## src/rtl/adc_emulator.sv

```systemverilog
`default_nettype none
// ============================================================================
// Module      : adc_emulator
// Description : Responder model of the serial ADC. Watches adc_conv/adc_clk
//               from the capture front end and shifts back a frame of
//               2 zero pad bits, a SAMPLE_W-bit sample (MSB first) and
//               2 zero pad bits. Samples come from an internal pattern
//               generator (constant / ramp / triangle / alternating).
// Ports       : osc_clk      - sole clock, rising edge
//               reset        - synchronous, active-low
//               adc_clk      - serial clock from initiator (asynchronous)
//               adc_conv     - conversion strobe, high = convert/idle,
//                              low = readout
//               pattern_sel  - 0 const, 1 ramp, 2 triangle, 3 alternating
//               sample_in    - constant value for mode 0
//               step_in      - increment for ramp and triangle
//               adc_data     - serial data to initiator
//               sample_cur   - sample latched into current/last frame
//               frame_done   - 1-cycle pulse on frame completion
//               frame_abort  - 1-cycle pulse when adc_conv rises mid-frame
//               frame_count  - completed frames, wrapping
// Options     : ADC_NOISE_EN - when defined, a 16-bit LFSR adds -4..+3
//               of saturating noise to every generated sample.
// Revision    : 1.0 - initial release
// ============================================================================
module adc_emulator #(
    parameter int SAMPLE_W    = 12,
    parameter int FRAME_BITS  = 16,
    parameter int SYNC_STAGES = 2
) (
    input  logic                osc_clk,
    input  logic                reset,
    input  logic                adc_clk,
    input  logic                adc_conv,
    input  logic [1:0]          pattern_sel,
    input  logic [SAMPLE_W-1:0] sample_in,
    input  logic [SAMPLE_W-1:0] step_in,
    output logic                adc_data,
    output logic [SAMPLE_W-1:0] sample_cur,
    output logic                frame_done,
    output logic                frame_abort,
    output logic [15:0]         frame_count
);

    localparam int c_CNT_W = $clog2(FRAME_BITS + 1);
    localparam logic [c_CNT_W-1:0]  c_CNT_LAST   = c_CNT_W'(FRAME_BITS);
    localparam logic [SAMPLE_W-1:0] c_SAMPLE_MAX = '1;

    localparam logic [2:0] c_ST_IDLE  = 3'd0;
    localparam logic [2:0] c_ST_LOAD  = 3'd1;
    localparam logic [2:0] c_ST_SHIFT = 3'd2;
    localparam logic [2:0] c_ST_DONE  = 3'd3;
    localparam logic [2:0] c_ST_WAIT  = 3'd4;

    // ------------------------------------------------------------------
    // Input synchronizers and edge detection
    // ------------------------------------------------------------------
    logic [SYNC_STAGES-1:0] r_clk_sync;
    logic [SYNC_STAGES-1:0] r_conv_sync;
    logic                   r_clk_prev;
    logic                   r_conv_prev;

    always_ff @(posedge osc_clk) begin
        if (!reset) begin
            r_clk_sync  <= '0;
            r_conv_sync <= '0;
            r_clk_prev  <= 1'b0;
            r_conv_prev <= 1'b0;
        end else begin
            // Shift form works for any depth, including a single stage.
            r_clk_sync  <= (r_clk_sync << 1)  | SYNC_STAGES'(adc_clk);
            r_conv_sync <= (r_conv_sync << 1) | SYNC_STAGES'(adc_conv);
            r_clk_prev  <= r_clk_sync[SYNC_STAGES-1];
            r_conv_prev <= r_conv_sync[SYNC_STAGES-1];
        end
    end

    logic w_clk_s;
    logic w_conv_s;
    logic w_clk_rise;
    logic w_clk_fall;
    logic w_conv_rise;
    logic w_conv_fall;

    assign w_clk_s     = r_clk_sync[SYNC_STAGES-1];
    assign w_conv_s    = r_conv_sync[SYNC_STAGES-1];
    assign w_clk_rise  =  w_clk_s  & ~r_clk_prev;
    assign w_clk_fall  = ~w_clk_s  &  r_clk_prev;
    assign w_conv_rise =  w_conv_s & ~r_conv_prev;
    assign w_conv_fall = ~w_conv_s &  r_conv_prev;

    // ------------------------------------------------------------------
    // Pattern generator
    // ------------------------------------------------------------------
    logic [SAMPLE_W-1:0] r_acc;
    logic                r_dir;      // 0 = counting up, 1 = counting down
    logic                r_alt;
    logic [SAMPLE_W-1:0] w_base;
    logic [SAMPLE_W-1:0] w_gen;
    logic [SAMPLE_W-1:0] w_acc_nxt;
    logic                w_dir_nxt;
    logic                w_alt_nxt;
    logic [SAMPLE_W:0]   w_up_sum;
    logic                w_advance;

    assign w_up_sum = {1'b0, r_acc} + {1'b0, step_in};

    always_comb begin
        w_base = r_acc;
        case (pattern_sel)
            2'd0:    w_base = sample_in;
            2'd3:    w_base = r_alt ? c_SAMPLE_MAX : '0;
            default: w_base = r_acc;
        endcase
    end

    always_comb begin
        w_acc_nxt = r_acc;
        w_dir_nxt = r_dir;
        w_alt_nxt = r_alt;
        case (pattern_sel)
            2'd1: w_acc_nxt = w_up_sum[SAMPLE_W-1:0];
            2'd2: begin
                if (!r_dir) begin
                    // Saturate at full scale and turn around there.
                    if (w_up_sum >= {1'b0, c_SAMPLE_MAX}) begin
                        w_acc_nxt = c_SAMPLE_MAX;
                        w_dir_nxt = 1'b1;
                    end else begin
                        w_acc_nxt = w_up_sum[SAMPLE_W-1:0];
                    end
                end else begin
                    if (step_in >= r_acc) begin
                        w_acc_nxt = '0;
                        w_dir_nxt = 1'b0;
                    end else begin
                        w_acc_nxt = r_acc - step_in;
                    end
                end
            end
            2'd3:    w_alt_nxt = ~r_alt;
            default: w_acc_nxt = r_acc;
        endcase
    end

`ifdef ADC_NOISE_EN
    localparam logic [15:0] c_LFSR_SEED = 16'hACE1;

    logic [15:0]         r_lfsr;
    logic                w_lfsr_fb;
    logic [SAMPLE_W+1:0] w_noise_sum;
    logic [SAMPLE_W+1:0] w_noise_diff;

    // Fibonacci taps 16,14,13,11.
    assign w_lfsr_fb    = r_lfsr[15] ^ r_lfsr[13] ^ r_lfsr[12] ^ r_lfsr[10];
    // base + lfsr[2:0] - 4, computed as an unsigned sum so that the
    // negative case shows up as "sum below 4".
    assign w_noise_sum  = {2'b00, w_base} + {{(SAMPLE_W-1){1'b0}}, r_lfsr[2:0]};
    assign w_noise_diff = w_noise_sum - (SAMPLE_W+2)'(4);

    always_comb begin
        if (w_noise_sum < (SAMPLE_W+2)'(4)) begin
            w_gen = '0;
        end else if (w_noise_diff > {2'b00, c_SAMPLE_MAX}) begin
            w_gen = c_SAMPLE_MAX;
        end else begin
            w_gen = w_noise_diff[SAMPLE_W-1:0];
        end
    end

    always_ff @(posedge osc_clk) begin
        if (!reset) begin
            r_lfsr <= c_LFSR_SEED;
        end else if (w_advance) begin
            r_lfsr <= {r_lfsr[14:0], w_lfsr_fb};
        end
    end
`else
    assign w_gen = w_base;
`endif

    always_ff @(posedge osc_clk) begin
        if (!reset) begin
            r_acc <= '0;
            r_dir <= 1'b0;
            r_alt <= 1'b0;
        end else if (w_advance) begin
            r_acc <= w_acc_nxt;
            r_dir <= w_dir_nxt;
            r_alt <= w_alt_nxt;
        end
    end

    // ------------------------------------------------------------------
    // Frame state machine
    // ------------------------------------------------------------------
    logic [2:0]            r_state;
    logic [2:0]            w_state_nxt;
    logic [FRAME_BITS-1:0] r_shift;
    logic [FRAME_BITS-1:0] w_shift_nxt;
    logic [FRAME_BITS-1:0] w_frame;
    logic [c_CNT_W-1:0]    r_bit_cnt;
    logic [c_CNT_W-1:0]    w_bit_cnt_nxt;
    logic                  r_armed;
    logic                  w_armed_nxt;
    logic                  r_adc_data;
    logic                  w_adc_data_nxt;
    logic [SAMPLE_W-1:0]   r_sample_cur;
    logic [SAMPLE_W-1:0]   w_sample_nxt;
    logic                  r_frame_done;
    logic                  w_done_nxt;
    logic                  r_frame_abort;
    logic                  w_abort_nxt;
    logic [15:0]           r_frame_count;
    logic [15:0]           w_count_nxt;

    assign w_frame = {2'b00, w_gen, 2'b00};

    always_comb begin
        w_state_nxt    = r_state;
        w_shift_nxt    = r_shift;
        w_bit_cnt_nxt  = r_bit_cnt;
        w_armed_nxt    = r_armed;
        w_adc_data_nxt = r_adc_data;
        w_sample_nxt   = r_sample_cur;
        w_done_nxt     = 1'b0;
        w_abort_nxt    = 1'b0;
        w_count_nxt    = r_frame_count;
        w_advance      = 1'b0;
        case (r_state)
            c_ST_IDLE: begin
                w_adc_data_nxt = 1'b0;
                // Only an edge starts a frame; a level held low does not.
                if (w_conv_fall) begin
                    w_state_nxt = c_ST_LOAD;
                end
            end
            c_ST_LOAD: begin
                if (w_conv_rise) begin
                    w_state_nxt    = c_ST_IDLE;
                    w_abort_nxt    = 1'b1;
                    w_adc_data_nxt = 1'b0;
                end else begin
                    w_shift_nxt    = w_frame;
                    w_sample_nxt   = w_gen;
                    w_adc_data_nxt = w_frame[FRAME_BITS-1];
                    w_bit_cnt_nxt  = '0;
                    w_armed_nxt    = 1'b0;
                    w_state_nxt    = c_ST_SHIFT;
                end
            end
            c_ST_SHIFT: begin
                if (w_conv_rise) begin
                    w_state_nxt    = c_ST_IDLE;
                    w_abort_nxt    = 1'b1;
                    w_adc_data_nxt = 1'b0;
                end else if (r_bit_cnt == c_CNT_LAST) begin
                    w_state_nxt = c_ST_DONE;
                end else if (w_clk_rise) begin
                    w_armed_nxt   = 1'b1;
                    w_bit_cnt_nxt = r_bit_cnt + c_CNT_W'(1);
                end else if (w_clk_fall && r_armed) begin
                    // A fall is only honoured after the initiator has
                    // sampled the bit currently on the line.
                    w_shift_nxt    = r_shift << 1;
                    w_adc_data_nxt = r_shift[FRAME_BITS-2];
                    w_armed_nxt    = 1'b0;
                end
            end
            c_ST_DONE: begin
                w_done_nxt     = 1'b1;
                w_count_nxt    = r_frame_count + 16'd1;
                w_advance      = 1'b1;
                w_adc_data_nxt = 1'b0;
                w_state_nxt    = c_ST_WAIT;
            end
            c_ST_WAIT: begin
                w_adc_data_nxt = 1'b0;
                if (w_conv_s) begin
                    w_state_nxt = c_ST_IDLE;
                end
            end
            default: begin
                w_adc_data_nxt = 1'b0;
                w_state_nxt    = c_ST_IDLE;
            end
        endcase
    end

    always_ff @(posedge osc_clk) begin
        if (!reset) begin
            r_state       <= c_ST_IDLE;
            r_shift       <= '0;
            r_bit_cnt     <= '0;
            r_armed       <= 1'b0;
            r_adc_data    <= 1'b0;
            r_sample_cur  <= '0;
            r_frame_done  <= 1'b0;
            r_frame_abort <= 1'b0;
            r_frame_count <= '0;
        end else begin
            r_state       <= w_state_nxt;
            r_shift       <= w_shift_nxt;
            r_bit_cnt     <= w_bit_cnt_nxt;
            r_armed       <= w_armed_nxt;
            r_adc_data    <= w_adc_data_nxt;
            r_sample_cur  <= w_sample_nxt;
            r_frame_done  <= w_done_nxt;
            r_frame_abort <= w_abort_nxt;
            r_frame_count <= w_count_nxt;
        end
    end

    assign adc_data    = r_adc_data;
    assign sample_cur  = r_sample_cur;
    assign frame_done  = r_frame_done;
    assign frame_abort = r_frame_abort;
    assign frame_count = r_frame_count;

endmodule
`default_nettype wire

```

## config.mk

```make
export PLATFORM = sky130hd
export DESIGN_NAME = adc_emulator
export DESIGN_NICKNAME = d
export VERILOG_FILES = /design/src/rtl/adc_emulator.sv
export SDC_FILE = /design/constraint.sdc
export NUM_CORES = 1
export LEC_CHECK = 0
export ABC_AREA = 1
export CAP_MARGIN = 0
export CORE_MARGIN = 5
export CORE_UTILIZATION = 25
export CTS_BUF_LIST = sky130_fd_sc_hd__clkbuf_2
export CTS_CLUSTER_DIAMETER = 150
export DETAILED_ROUTE_END_ITERATION = 10
export PLACE_DENSITY = 0.45
export SLEW_MARGIN = 10
export SYNTH_ARGS = -nofsm -noshare
export SYNTH_HDL_FRONTEND = slang
export SYNTH_SLANG_ARGS = --single-unit
export TNS_END_PERCENT = 20
```

## constraint.sdc

```tcl
create_clock -name osc_clk -period 2 [get_ports osc_clk]
set_input_delay 0.2 -clock osc_clk [delete_from_list [all_inputs] [get_ports osc_clk]]
set_output_delay 0.2 -clock osc_clk [all_outputs]
set_load 0.02 [all_outputs]
```

==> metrics, run 1 <==
Max stage delay cell, worst path=dfxtp_4; crit share post-route=114.0%; Slew Viols, Final=0; R2R setup slack=-0.28 ns; final cell count without fillers=roughly 1,100; Max FO, Critical Path=6; Worst Setup Path Type=flip-flop to flip-flop; total track usage=14.21%; total CTS buffers=9; layout cell share with drive strength beyond 1=23.38%; CP Cell Sequence=ha_4 > fa_2 > nand2_4 > nand2_2 > nor3_2 > nand3_1 > nor2_2 > nand3_2 > nor2_4 > nand2_4 > nand2_4 > nand3_4 > nand2_1 > nand2_1 > a21oi_2; critical path arrival=2.75 ns; drt drc=0; crit path buf inv count=0; Clk Latency, worst-skew pair=~0.53 ns; Fmax=approximately 440 MHz; area share of the largest cell type after synthesis=between 30 and 40%; Starting DRT DRC Count=335; worst hold path type=input pin to flip-flop; vias in the first global route=~5,000; Synth Flop Type=dfxtp_1; slack of the critical path=-0.2797 ns; Clock Tree Root=clkbuf_2; ys async rst share=0%; first-pass GRT wire length=25,070 µm; RSZ-0062 raised after global routing=true; largest net degree at the start of global routing=27; Overflow after GRT=0; FF-to-FF End=r_acc[0]; row count=50; WL final=15,240 µm; first-pass iteration count of the detailed router=5; number of diodes=0; Initial Util=25.33%; fin crit period=2.280 ns; syn_nets=770; core area=18,640 µm²; Area after DPL=6371 µm²; number of antenna violations at the first check in global routing=0; family with the most delay on the worst path=simple AND/OR/NAND/NOR gates; GPL Wtd Cong=about 0.86; Slew HR=approximately two thirds; via total after detailed routing=4,980; # nets final=just over 900; synth cell count leaders=nand2_1, inv_1, dfxtp_1; Yosys cell types=44; IO Pins=61; WP data required=2.47 ns; DIE AREA=21,740 µm²; Post-Syn Area=4722 µm²; CTS Buffer Depth=2; top-count cell post-synth=nand2_1; Die X=~150 µm; Max Cap Viol=0; post-route cell area=slightly below 7000 µm²; PD cells=489.9 nW/µm²; Final Skew=approximately 0.016 ns; FF-to-FF Start=r_acc[0]; H-Tree Level Count=3; dpl hpwl=12,050 µm; setup TNS=-3.164 ns; Die H=between 100 and 150 µm; max incr delay on CP=0.42 ns; failing checks=negative setup slack; Setup crit end kind=flip-flop; Worst-path clk slew=around 0.19 ns; worst r2r path cells=15; CTS sink cnt=73; Synth Warn #=0; I/O Buffers=60; worst-case vdd ir drop=0.2876 mV; Hold Crit Endpoint=r_conv_sync[0]; Yosys reg bits=73; number of flops mapped to enable cells by yosys=0; Post-DRT Antenna Nets=0; CP most frequent cell=nand2_4; Startpoint Class=flip-flop; syn_area_per_cell=6.670 µm²; worst hold path stage count=3; hold_sp=adc_conv; wire length per cell=approximately 14 µm; Placed Cells incl. Taps=around 1,100; outcome=complete, but fails checks; Syn Inst Count=708; LEAKAGE=3.030 nW; Layout area overhead=42.95%; setup violators final=13; CTS tree=yes; top post-synthesis cells by area=dfxtp_1, nand2_1, ha_1; Yosys top cell by area=dfxtp_1; Slew @ Worst Pin=0.4752 ns; Seq/Total Area, Yosys=a little under a third; Vias/cell=4.482; Final Hold Viols=0
==> where the power goes <==
part	total (mW)	leakage (nW)	internal, mW	switching [mW]
Clock	0.946	0.0768	0.401	0.545
Combinational	0.799	2.36	0.357	0.442
Sequential	1.56	0.594	1.53	0.0346
Total	3.31	3.03	2.28	1.02
==> logic make-up after synthesis <==
logic type,share of synthesized area [%]
and+or+nand+nor,29.36
buffers and inverters,10.57
AOI/OAI and AO/OA,18.28
xor gates and xnor gates,2.040
DFF,30.95
adders and majority gates,8.797
==> worst reg2reg max path, stage by stage (launching register included) <==
cell,delay [ns]
dfxtp_4,0.42
ha_4,0.17
fa_2,0.41
nand2_4,0.10
nand2_2,0.06
nor3_2,0.17
nand3_1,0.10
nor2_2,0.11
nand3_2,0.10
nor2_4,0.11
nand2_4,0.09
nand2_4,0.10
nand3_4,0.08
nand2_1,0.07
nand2_1,0.06
a21oi_2,0.10
==> state kept, by name (all words and copies together), names as in the netlist, 2 cells and up <==
signal and count:
frame_count 16, r_shift 13, r_acc 12, sample_cur 12, r_bit_cnt 5, r_state 3, r_clk_sync 2, r_conv_sync 2
==> per-layer routing <==
layer  global-route usage, %  up-vias  wire length (µm)
li1                        -     2646                 -
met1                   19.30     2228              7545
met2                   23.34       97              6873
met3                   3.250        9               723
met4                   2.656        0                99
met5                       0        -                 0
==> metrics by stage <==
stage | power [mW] | hold slack [ns] | util [%] | setup WS [ns]
5_1_grt | 3.519 | 0.1100 | 36.21 | -0.4331
4_1_cts | 3.340 | 0.1167 | 35.34 | -0.2957
3_5_place_dp | 2.367 | 0.4061 | 34.17 | -0.7274
2_1_floorplan | 1.999 | 0.2976 | - | -0.04201
3_3_place_gp | 2.369 | 0.3931 | 34.17 | -0.7275
6_report | 3.307 | 0.1868 | 36.21 | -0.2797
==> worst max-delay path by stage <==
stage	start	to	slack [ns]	depth (start not counted)
floorplan	r_acc[0]	r_acc[0]	-0.04	14
global placement	step_in[2]	r_acc[11]	-0.73	19
detailed placement	step_in[2]	r_acc[11]	-0.73	19
CTS	r_acc[0]	r_acc[0]	-0.30	15
global route	r_acc[0]	r_acc[0]	-0.43	17
finish	r_acc[0]	r_acc[0]	-0.28	15
==> layout by cell type (no fill, tap or decap), types with 9 or more instances in the layout <==
cell             instances
ha_1                    24
a211oi_1                12
dfxtp_1                 66
clkdlybuf4s50_1         59
nand2_2                 11
nor3_1                  11
clkbuf_2                 9
a21oi_1                 48
nand3_1                 47
inv_1                   90
nand2_1                139
buf_4                  117
o21ai_0                 62
nor2_1                  61
==> final cells by class <==
class	instances	area (µm²)
multi-input cells	509	2965
flip-flops and latches	73	1473
repair buffers	180	1515
fillers	2027	11890
clock buffers	9	45.04
clock inverters	7	85.08
well taps	234	292.8
inverters	99	374.1
==> timing repair <==
| action | in CTS | in global routing |
|---|---|---|
| endpoints found under the hold margin | 8 | 0 |
| gates resized for setup | 24 | 38 |
| setup endpoints to repair | 13 | 28 |
| pin swaps | 5 | 12 |
| hold buffers | 1 | 0 |
| setup buffers | 1 | 2 |
(Power assumes the default switching activity.)
==> run 2, diff against run 1 <==
--- a/config.mk
+++ b/config.mk
@@ -11,6 +11,7 @@
 export CORE_UTILIZATION = 25
 export CTS_BUF_LIST = sky130_fd_sc_hd__clkbuf_2
 export CTS_CLUSTER_DIAMETER = 150
+export CTS_CLUSTER_SIZE = 30
 export DETAILED_ROUTE_END_ITERATION = 10
 export PLACE_DENSITY = 0.45
 export SLEW_MARGIN = 10
==> results of run 2 <==
Final layout, timing and power as in run 1 (identical DEF).
==> run 3, diff against run 2 <==
--- a/config.mk
+++ b/config.mk
@@ -6,7 +6,6 @@
 export NUM_CORES = 1
 export LEC_CHECK = 0
 export ABC_AREA = 1
-export CAP_MARGIN = 0
 export CORE_MARGIN = 5
 export CORE_UTILIZATION = 25
 export CTS_BUF_LIST = sky130_fd_sc_hd__clkbuf_2
==> results of run 3 <==
Final layout, timing and power as in run 1 (identical DEF).
